[src/rtl/logic16_pkg.sv]
// rtl/logic16_pkg.sv - shared constants and types for the logic16 capture stage
// Optional parity support is enabled by LOGIC16_STAGE_PARITY_EN.
package logic16_pkg;

    localparam int WIDTH_DEF = 16;

    localparam logic [1:0] ST_EMPTY = 2'd0;
    localparam logic [1:0] ST_ONE   = 2'd1;
    localparam logic [1:0] ST_TWO   = 2'd2;

    localparam int FLG_ZR  = 0;
    localparam int FLG_NG  = 1;
    localparam int FLG_EQ  = 2;
    localparam int FLG_PAR = 3;

`ifdef LOGIC16_STAGE_PARITY_EN
    localparam int FLG_W = 4;
`else
    localparam int FLG_W = 3;
`endif

    typedef enum logic [1:0] {
        STATE_EMPTY = ST_EMPTY,
        STATE_ONE   = ST_ONE,
        STATE_TWO   = ST_TWO
    } state_t;

endpackage

[src/rtl/flag_gen16.sv]
// rtl/flag_gen16.sv - combinational status flags for one gate-array result
// Parity flag present only when LOGIC16_STAGE_PARITY_EN is defined.
module flag_gen16
    import logic16_pkg::*;
#(
    parameter int WIDTH = WIDTH_DEF
) (
    input  logic [WIDTH-1:0] i_data,
    output logic [FLG_W-1:0] o_flags
);

    always_comb begin
        o_flags          = '0;
        o_flags[FLG_ZR]  = (i_data == '0);
        o_flags[FLG_NG]  = i_data[WIDTH-1];
        o_flags[FLG_EQ]  = &i_data;
`ifdef LOGIC16_STAGE_PARITY_EN
        o_flags[FLG_PAR] = ^i_data;
`endif
    end

endmodule

[src/rtl/logic16_stage.sv]
// rtl/logic16_stage.sv - two-entry skid capture stage for 16-bit gate results
// Optional parity flag and sticky parity check enabled by LOGIC16_STAGE_PARITY_EN.
module logic16_stage
    import logic16_pkg::*;
#(
    parameter int WIDTH = WIDTH_DEF
) (
    input  logic             clk,
    input  logic             rst,
    input  logic             in_valid,
    output logic             in_ready,
    input  logic [WIDTH-1:0] in_data,
    output logic             out_valid,
    input  logic             out_ready,
    output logic [WIDTH-1:0] out_data,
    output logic             out_zr,
    output logic             out_ng,
`ifdef LOGIC16_STAGE_PARITY_EN
    output logic             out_eq,
    output logic             out_par,
    input  logic             in_par_chk,
    output logic             par_err
`else
    output logic             out_eq
`endif
);

    state_t             r_state;
    state_t             w_state_nxt;
    logic [WIDTH-1:0]   r_main_data;
    logic [FLG_W-1:0]   r_main_flg;
    logic [WIDTH-1:0]   r_skid_data;
    logic [FLG_W-1:0]   r_skid_flg;
    logic [FLG_W-1:0]   w_in_flg;
    logic               w_in_xfer;
    logic               w_out_xfer;
    logic               w_load_main_in;
    logic               w_load_main_skid;
    logic               w_load_skid;

    flag_gen16 #(
        .WIDTH (WIDTH)
    ) u_flag_gen (
        .i_data  (in_data),
        .o_flags (w_in_flg)
    );

    // Handshake outputs decode registered state only, so no out_ready -> in_ready path.
    assign in_ready   = (r_state != STATE_TWO);
    assign out_valid  = (r_state != STATE_EMPTY);
    assign w_in_xfer  = in_valid && in_ready;
    assign w_out_xfer = out_valid && out_ready;

    always_comb begin
        w_state_nxt      = r_state;
        w_load_main_in   = 1'b0;
        w_load_main_skid = 1'b0;
        w_load_skid      = 1'b0;
        case (r_state)
            STATE_EMPTY: begin
                if (w_in_xfer) begin
                    w_state_nxt    = STATE_ONE;
                    w_load_main_in = 1'b1;
                end
            end
            STATE_ONE: begin
                if (w_in_xfer && w_out_xfer) begin
                    w_load_main_in = 1'b1;
                end else if (w_in_xfer) begin
                    w_state_nxt = STATE_TWO;
                    w_load_skid = 1'b1;
                end else if (w_out_xfer) begin
                    w_state_nxt = STATE_EMPTY;
                end
            end
            STATE_TWO: begin
                if (w_out_xfer) begin
                    w_state_nxt      = STATE_ONE;
                    w_load_main_skid = 1'b1;
                end
            end
            default: begin
                w_state_nxt = STATE_EMPTY;
            end
        endcase
    end

    always_ff @(posedge clk) begin
        if (rst) begin
            r_state     <= STATE_EMPTY;
            r_main_data <= '0;
            r_main_flg  <= '0;
            r_skid_data <= '0;
            r_skid_flg  <= '0;
        end else begin
            r_state <= w_state_nxt;
            if (w_load_main_in) begin
                r_main_data <= in_data;
                r_main_flg  <= w_in_flg;
            end else if (w_load_main_skid) begin
                r_main_data <= r_skid_data;
                r_main_flg  <= r_skid_flg;
            end
            if (w_load_skid) begin
                r_skid_data <= in_data;
                r_skid_flg  <= w_in_flg;
            end
        end
    end

    assign out_data = r_main_data;
    assign out_zr   = r_main_flg[FLG_ZR];
    assign out_ng   = r_main_flg[FLG_NG];
    assign out_eq   = r_main_flg[FLG_EQ];

`ifdef LOGIC16_STAGE_PARITY_EN
    logic r_par_err;

    // Sticky: once a mismatching transfer is seen only reset clears it.
    always_ff @(posedge clk) begin
        if (rst) begin
            r_par_err <= 1'b0;
        end else if (w_in_xfer && (in_par_chk != w_in_flg[FLG_PAR])) begin
            r_par_err <= 1'b1;
        end
    end

    assign out_par = r_main_flg[FLG_PAR];
    assign par_err = r_par_err;
`endif

endmodule
[config.mk]
export PLATFORM = sky130hd
export DESIGN_NAME = logic16_stage
export DESIGN_NICKNAME = d
export VERILOG_FILES = /design/src/rtl/logic16_pkg.sv /design/src/rtl/flag_gen16.sv /design/src/rtl/logic16_stage.sv
export SDC_FILE = /design/constraint.sdc
export NUM_CORES = 1
export LEC_CHECK = 0
export CORE_AREA = 2 2 66 68
export DETAILED_ROUTE_END_ITERATION = 8
export DIE_AREA = 0 0 68 70
export GPL_ROUTABILITY_DRIVEN = 0
export PLACE_DENSITY = 0.78
export SLEW_MARGIN = 20
export SYNTH_ARGS = -nofsm -noshare
export SYNTH_HDL_FRONTEND = slang
export SYNTH_SLANG_ARGS = --single-unit
[constraint.sdc]
create_clock -name clk -period 4.4 [get_ports clk]
set_clock_uncertainty 0.2 [all_clocks]
set_input_delay 0.66 -clock clk [delete_from_list [all_inputs] [get_ports clk]]
set_output_delay 0.66 -clock clk [all_outputs]
set_load 0.05 [all_outputs]
==> results of run 1 <==
Yosys cell counts (4+ instances only):
library cell	count
dfxtp_1	38
nand2_1	34
a21oi_1	18
mux2i_1	18
nor3_1	16
a211oi_2	10
a211oi_1	7
clkbuf_1	5
nand4_1	5
buf_2	4
nand3b_1	4
nor4_1	4
stage by stage:
stage	hold slack (ns)	cells	total power, mW	setup slack (ns)	util, %
global route	0.283	273	0.820	1.59	53.5
CTS	0.258	273	0.795	1.75	53.5
finish	0.255	273	0.787	1.76	53.5
detailed placement	0.247	265	0.551	1.44	51.3
floorplan	0.236	187	0.492	2.63	-
global placement	0.241	265	0.549	1.48	51.3
worst max path at each step:
| stage | startpoint | end | cells after the start |
|---|---|---|---|
| after CTS | in_valid | out_data[4] | 4 |
| after detailed placement | in_valid | out_data[4] | 4 |
| after global placement | out_ready | r_skid_flg[2] | 3 |
| after floorplan | r_main_flg[1] | out_data[15] | 1 |
| final | out_ready | r_skid_flg[0] | 4 |
| after global routing | out_ready | r_skid_flg[2] | 3 |
where the power goes:
part / switching (mW) / total (mW) / leakage [nW] / internal [mW]
sequential: 0.0107 / 0.372 / 0.311 / 0.362
combinational: 0.105 / 0.171 / 0.474 / 0.0662
clock: 0.117 / 0.244 / 0.0482 / 0.126
cells by family (layout without fill, tap and decap cells):
kind of cell,after synthesis,count (layout)
muxes,18,18
DFF,38,38
AOI/OAI and AO/OA,41,41
and+or+nand+nor,73,73
buffers and inverters,17,51
worst max-delay path, stage by stage:
cell and delay, ns:
clkdlybuf4s50_1 0.55, nand4bb_1 0.92, nand3b_1 0.36, o31ai_1 0.10
final cells by class:
class	count	share of cell area [%]
multi-input combinational	132	39.6
clock buffer	7	3.89
tap	52	2.93
sequential	38	34.3
timing repair buffer	43	19.1
clock inverter	1	0.226
state kept, by name (all words and copies together) (netlist names):
| register | cells |
|---|---|
| r_skid_data | 15 |
| r_skid_flg | 3 |
| r_main_flg | 3 |
| r_state | 2 |
| out_data | 15 |
routing by layer:
metal / vias to the layer above / routed length, microns / GRT usage [%]
met3: 4 / 245 / 4.83
met4: 0 / 34 / 7.33
met1: 666 / 1830 / 22.3
li1: 742 / - / -
met2: 44 / 1770 / 26.9
met5: - / 0 / 0
==> results.sh, run 1 <==
export IMPL_firstDrtPassIters=4
export IMPL_io_pins=41
export IMPL_r2r_end="out_data[4]"
export IMPL_relSlewSlack_pct=35.3
export IMPL_multi_input_area_sq_um=877
export IMPL_synth_top_family_by_area="simple AND/OR/NAND/NOR gates"
export IMPL_p_leak_nw=0.833
export IMPL_synth_edf_count=0
export IMPL_hold_path_class="register to register"
export IMPL_grt_use_total_pct=17.4
export IMPL_dp_hpwl_microns=2610
export IMPL_rows=24
export IMPL_cts_resized=0
export IMPL_cp_data_arrival_time_ns=2.59
export IMPL_route_detailed_drc=0
export IMPL_netlist_area_sq_um=1730
export IMPL_fin_area_sq_um=2220
export IMPL_clkTransAtPathRegs_ns=0.07
export IMPL_hold_depth=2
export IMPL_place_area_sq_um=2130
export IMPL_routed_wirelength_microns=3880
export IMPL_io_buffer_count=40
export IMPL_grt_pass1_wl_microns=6230
export IMPL_worstPathMaxFanout=20
export IMPL_synth_cell_type_count=30
export IMPL_avgViaCountPerCell=5.33
export IMPL_synth_async_reset_ratio_pct=0
export IMPL_synthSimpleGateAreaFrac_pct=21.3
export IMPL_grt_max_degree=24
export IMPL_synth_area_leaders="dfxtp_1 (44%), mux2i_1 (10%), nand2_1 (7.4%), a211oi_2 (7.2%), a21oi_1 (5.2%)"
export IMPL_avgSynthCellArea_sq_um=9.27
export IMPL_cts_buffers=5
export IMPL_min_to="r_skid_flg[1]"
export IMPL_route_vias_total=1456
export IMPL_yosys_area_top_type="dfxtp_1"
export IMPL_synth_xor_xnor_area_share_pct=0
export IMPL_synth_nets=207
export IMPL_final_hold_viol_count=0
export IMPL_register_area_sq_um=761
export IMPL_ff2ff_path_depth=3
export IMPL_r2r_slack_ns=2.06
export IMPL_min_from="r_skid_flg[1]"
export IMPL_muxShareOfSynthArea_pct=10.4
export IMPL_htreeDepth=2
export IMPL_grt_pass1_vias=1389
export IMPL_mostFrequentLayoutCells="clkdlybuf4s50_1 (40), dfxtp_1 (38), nand2_1 (34)"
export IMPL_synth_cells=187
export IMPL_die_area_sq_um=4760
export IMPL_wl_per_cell_microns=14.2
export IMPL_post_cts_setup_buffer_count=0
export IMPL_ant_nets=0
export IMPL_cts_tree="yes"
export IMPL_finalCritPeriodShare_pct=60.0
export IMPL_area_delta_synth_final_pct=27.9
export IMPL_core_area_sq_um=4140
export IMPL_timing_fmax_mhz=379
export IMPL_die_y_microns=70
export IMPL_finalSetupViolCount=0
export IMPL_crit_path_end_kind="register"
export IMPL_final_common_cell="clkdlybuf4s50_1"
export IMPL_die_w_microns=68
export IMPL_drv_cap=0
export IMPL_first_iter_violations=119
export IMPL_cts_max_path_buffers=2
export IMPL_fillers=401
export IMPL_synth_ff_type="dfxtp_1"
export IMPL_tns_ns=0
export IMPL_clk_latency_ns=0.29
export IMPL_synth_seq_cells=38
export IMPL_tightest_slew_ns=0.965
export IMPL_synth_fa_ha_area_share_pct=0
export IMPL_grt_ovfl_total=0
export IMPL_period_needed_ns=2.64
export IMPL_peakVddDrop_mv=0.151
export IMPL_p_per_area_nw_per_um2=355
export IMPL_r2r_start="r_state[1]"
export IMPL_yosysSeqAreaShare_pct=43.9
export IMPL_worstSetupPathType="primary input to register"
export IMPL_antenna_found_initial=0
export IMPL_n_antenna_cell=0
export IMPL_yosys_warnings=0
export IMPL_drive_gt1_share_pct=10.9
export IMPL_postCtsHoldBufs=0
export IMPL_layout_nets=240
export IMPL_root_buffer="clkbuf_8"
export IMPL_slew_viol_final=0
export IMPL_clock_sinks=38
export IMPL_initial_core_util_pct=41.8
export IMPL_yosys_area_top_type_share_pct=43.9
export IMPL_outcome="completed"
export IMPL_rsz0062_at_grt="no"
export IMPL_worstPathRequired_ns=4.35
export IMPL_synth_compound_area_share_pct=18.0
export IMPL_start_kind="primary input"
(Power assumes the default switching activity.)
==> inputs of run 2 (changes only) <==
--- a/config.mk
+++ b/config.mk
@@ -9,7 +9,7 @@
 export DETAILED_ROUTE_END_ITERATION = 8
 export DIE_AREA = 0 0 68 70
 export GPL_ROUTABILITY_DRIVEN = 0
-export PLACE_DENSITY = 0.78
+export PLACE_DENSITY = 0.8
 export SLEW_MARGIN = 20
 export SYNTH_ARGS = -nofsm -noshare
 export SYNTH_HDL_FRONTEND = slang
==> constraint.sdc (replaced) <==
create_clock -name clk -period 2.3 [get_ports clk]
set_clock_uncertainty 0.2 [all_clocks]
set_input_delay 0.345 -clock clk [delete_from_list [all_inputs] [get_ports clk]]
set_output_delay 0.345 -clock clk [all_outputs]
set_load 0.05 [all_outputs]
==> run 2 against run 1 <==
  * Sequential share of layout area shrank 1.3 points
  * Largest power group unchanged
  * Critical path type is now register to output pin
  * Critical path depth shrank 3
  * Non-clock buffer count rose by 8
  * Worst hold slack barely moved
  * First-iteration DRC count fell by 13%
  * Global-route usage increased by 1.3 points
  * Die area unchanged
  * Final cell count rose by 2.6%
  * Cell area rose by 3.8%
  * Highest routed layer unchanged
  * Combinational power increased by 99%
==> results.sh, run 2 (synthesized netlist as in run 1, its figures left out) <==
export IMPL_outcome="completed"
export IMPL_grt_ovfl_total=0
export IMPL_layout_cells_non_filler=280
export IMPL_cts_buffers=5
export IMPL_min_from="r_skid_data[3]"
export IMPL_cp_startpoint="out_data[3]"
export IMPL_register_area_sq_um=761
export IMPL_rsz0062_at_grt="no"
export IMPL_finalSetupViolCount=0
export IMPL_worstPathRequired_ns=1.75
export IMPL_period_needed_ns=2.01
export IMPL_area_delta_synth_final_pct=32.8
export IMPL_hold_ws_ns=0.255
export IMPL_met3_usage_pct=6.12
export IMPL_path_delay_family="buffers and inverters"
export IMPL_die_w_microns=68
export IMPL_worstSetupPathType="register to output pin"
export IMPL_avgViaCountPerCell=5.38
export IMPL_n_antenna_cell=0
export IMPL_route_vias_total=1505
export IMPL_root_buffer="clkbuf_8"
export IMPL_crit_buf_inv=1
export IMPL_postCtsHoldBufs=0
export IMPL_routed_wirelength_microns=3920
export IMPL_clock_sinks=38
export IMPL_die_y_microns=70
export IMPL_drv_cap=0
export IMPL_core_area_sq_um=4140
export IMPL_post_cts_setup_buffer_count=0
export IMPL_cts_max_path_buffers=2
export IMPL_grt_busiest_layer="met2"
export IMPL_cp_data_arrival_time_ns=1.46
export IMPL_hold_path_class="register to register"
export IMPL_initial_core_util_pct=41.8
export IMPL_ant_nets=0
export IMPL_route_detailed_drc=0
export IMPL_fillers=397
export IMPL_grt_max_degree=21
export IMPL_dp_cells=273
export IMPL_path_cells="clkdlybuf4s50_1"
export IMPL_rows=24
export IMPL_grt_use_total_pct=18.7
export IMPL_layout_setup_ws_ns=0.291
export IMPL_met2_usage_pct=29.9
export IMPL_mostFrequentLayoutCells="clkdlybuf4s50_1 (38), dfxtp_1 (38), nand2_1 (34)"
export IMPL_crit_slowest_cell="clkdlybuf4s50_1"
export IMPL_die_area_sq_um=4760
export IMPL_start_kind="register"
export IMPL_clk_latency_ns=0.29
export IMPL_r2r_start="r_state[0]"
export IMPL_finalCritPeriodShare_pct=87.4
export IMPL_worstPathMaxFanout=2
export IMPL_p_leak_nw=0.897
export IMPL_drive_gt1_share_pct=14.5
export IMPL_timing_fmax_mhz=498
export IMPL_relSlewSlack_pct=65.7
export IMPL_final_hold_viol_count=0
export IMPL_layout_nets=248
export IMPL_antenna_found_initial=0
export IMPL_grt_pass1_vias=1479
export IMPL_tightest_slew_ns=0.512
export IMPL_cts_tree="yes"
export IMPL_cpPeakStageDelay_ns=0.82
export IMPL_first_iter_violations=104
export IMPL_tns_ns=0
export IMPL_clkTransAtPathRegs_ns=0.07
export IMPL_slew_viol_final=0
export IMPL_crit_path_end_kind="output pin"
export IMPL_peakVddDrop_mv=0.424
export IMPL_htreeDepth=2
export IMPL_p_per_area_nw_per_um2=708
export IMPL_use_met1_pct=22.5
export IMPL_dp_hpwl_microns=2780
export IMPL_io_pins=41
export IMPL_finalPower_mw=1.63
export IMPL_wl_per_cell_microns=14.0
export IMPL_firstDrtPassIters=4
export IMPL_multi_input_area_sq_um=868
export IMPL_io_buffer_count=40
export IMPL_dp_slack_ns=0.236
export IMPL_grt_pass1_wl_microns=6690
[run 2: routing by layer]
metal	wire (microns)	vias up	part of all wire, %
li1	-	756	-
met1	1780	707	45
met2	1840	36	47
met3	226	6	5.8
met4	68	0	1.7
met5	0	-	0
[run 2: area by class of cell]
class | count | area share [%]
Clock buffer | 6 | 3.59
Clock inverter | 1 | 1.30
Multi-Input combinational cell | 132 | 37.7
Sequential cell | 38 | 33.0
Tap cell | 52 | 2.83
Timing Repair Buffer | 51 | 21.5
[run 2: path summary, 6_finish.rpt]
| kind | endpoint | slack [ns] | depth (start not counted) |
|---|---|---|---|
| min reg2reg | r_skid_data[3] | 0.25 | 2 |
| max | out_data[3] | 0.29 | 1 |
| max reg2reg | out_data[1] | 0.71 | 4 |
| min | r_skid_data[3] | 0.25 | 2 |
[run 2: where the power goes]
group / total (mW) / switching (mW) / internal [mW]
logic: 0.340 / 0.202 / 0.138
clock network: 0.578 / 0.231 / 0.347
registers: 0.712 / 0.0201 / 0.692
total: 1.63 / 0.454 / 1.18
[run 2: what timing repair did]
action	4_1_cts	5_1_grt
endpoints found under the hold margin	0	0
setup endpoints to repair	0	1
resized for setup	0	1
[run 2: stage by stage]
step | cell area (sq um) | utilization, %
after floorplan | 1730 | -
after global placement | 2190 | 52.8
final | 2300 | 55.6
after global routing | 2300 | 55.6
after detailed placement | 2190 | 52.8
after CTS | 2300 | 55.5
[run 2: worst reg2reg max path: cells and delay by family (launching register included)]
kind | cells | cell delay, ns
AO/OA/AOI/OAI | 1 | 0.26
buffers and inverters | 1 | 0.33
flip-flops | 1 | 0.44
multiplexers | 1 | 0.13
AND/OR/NAND/NOR | 1 | 0.15
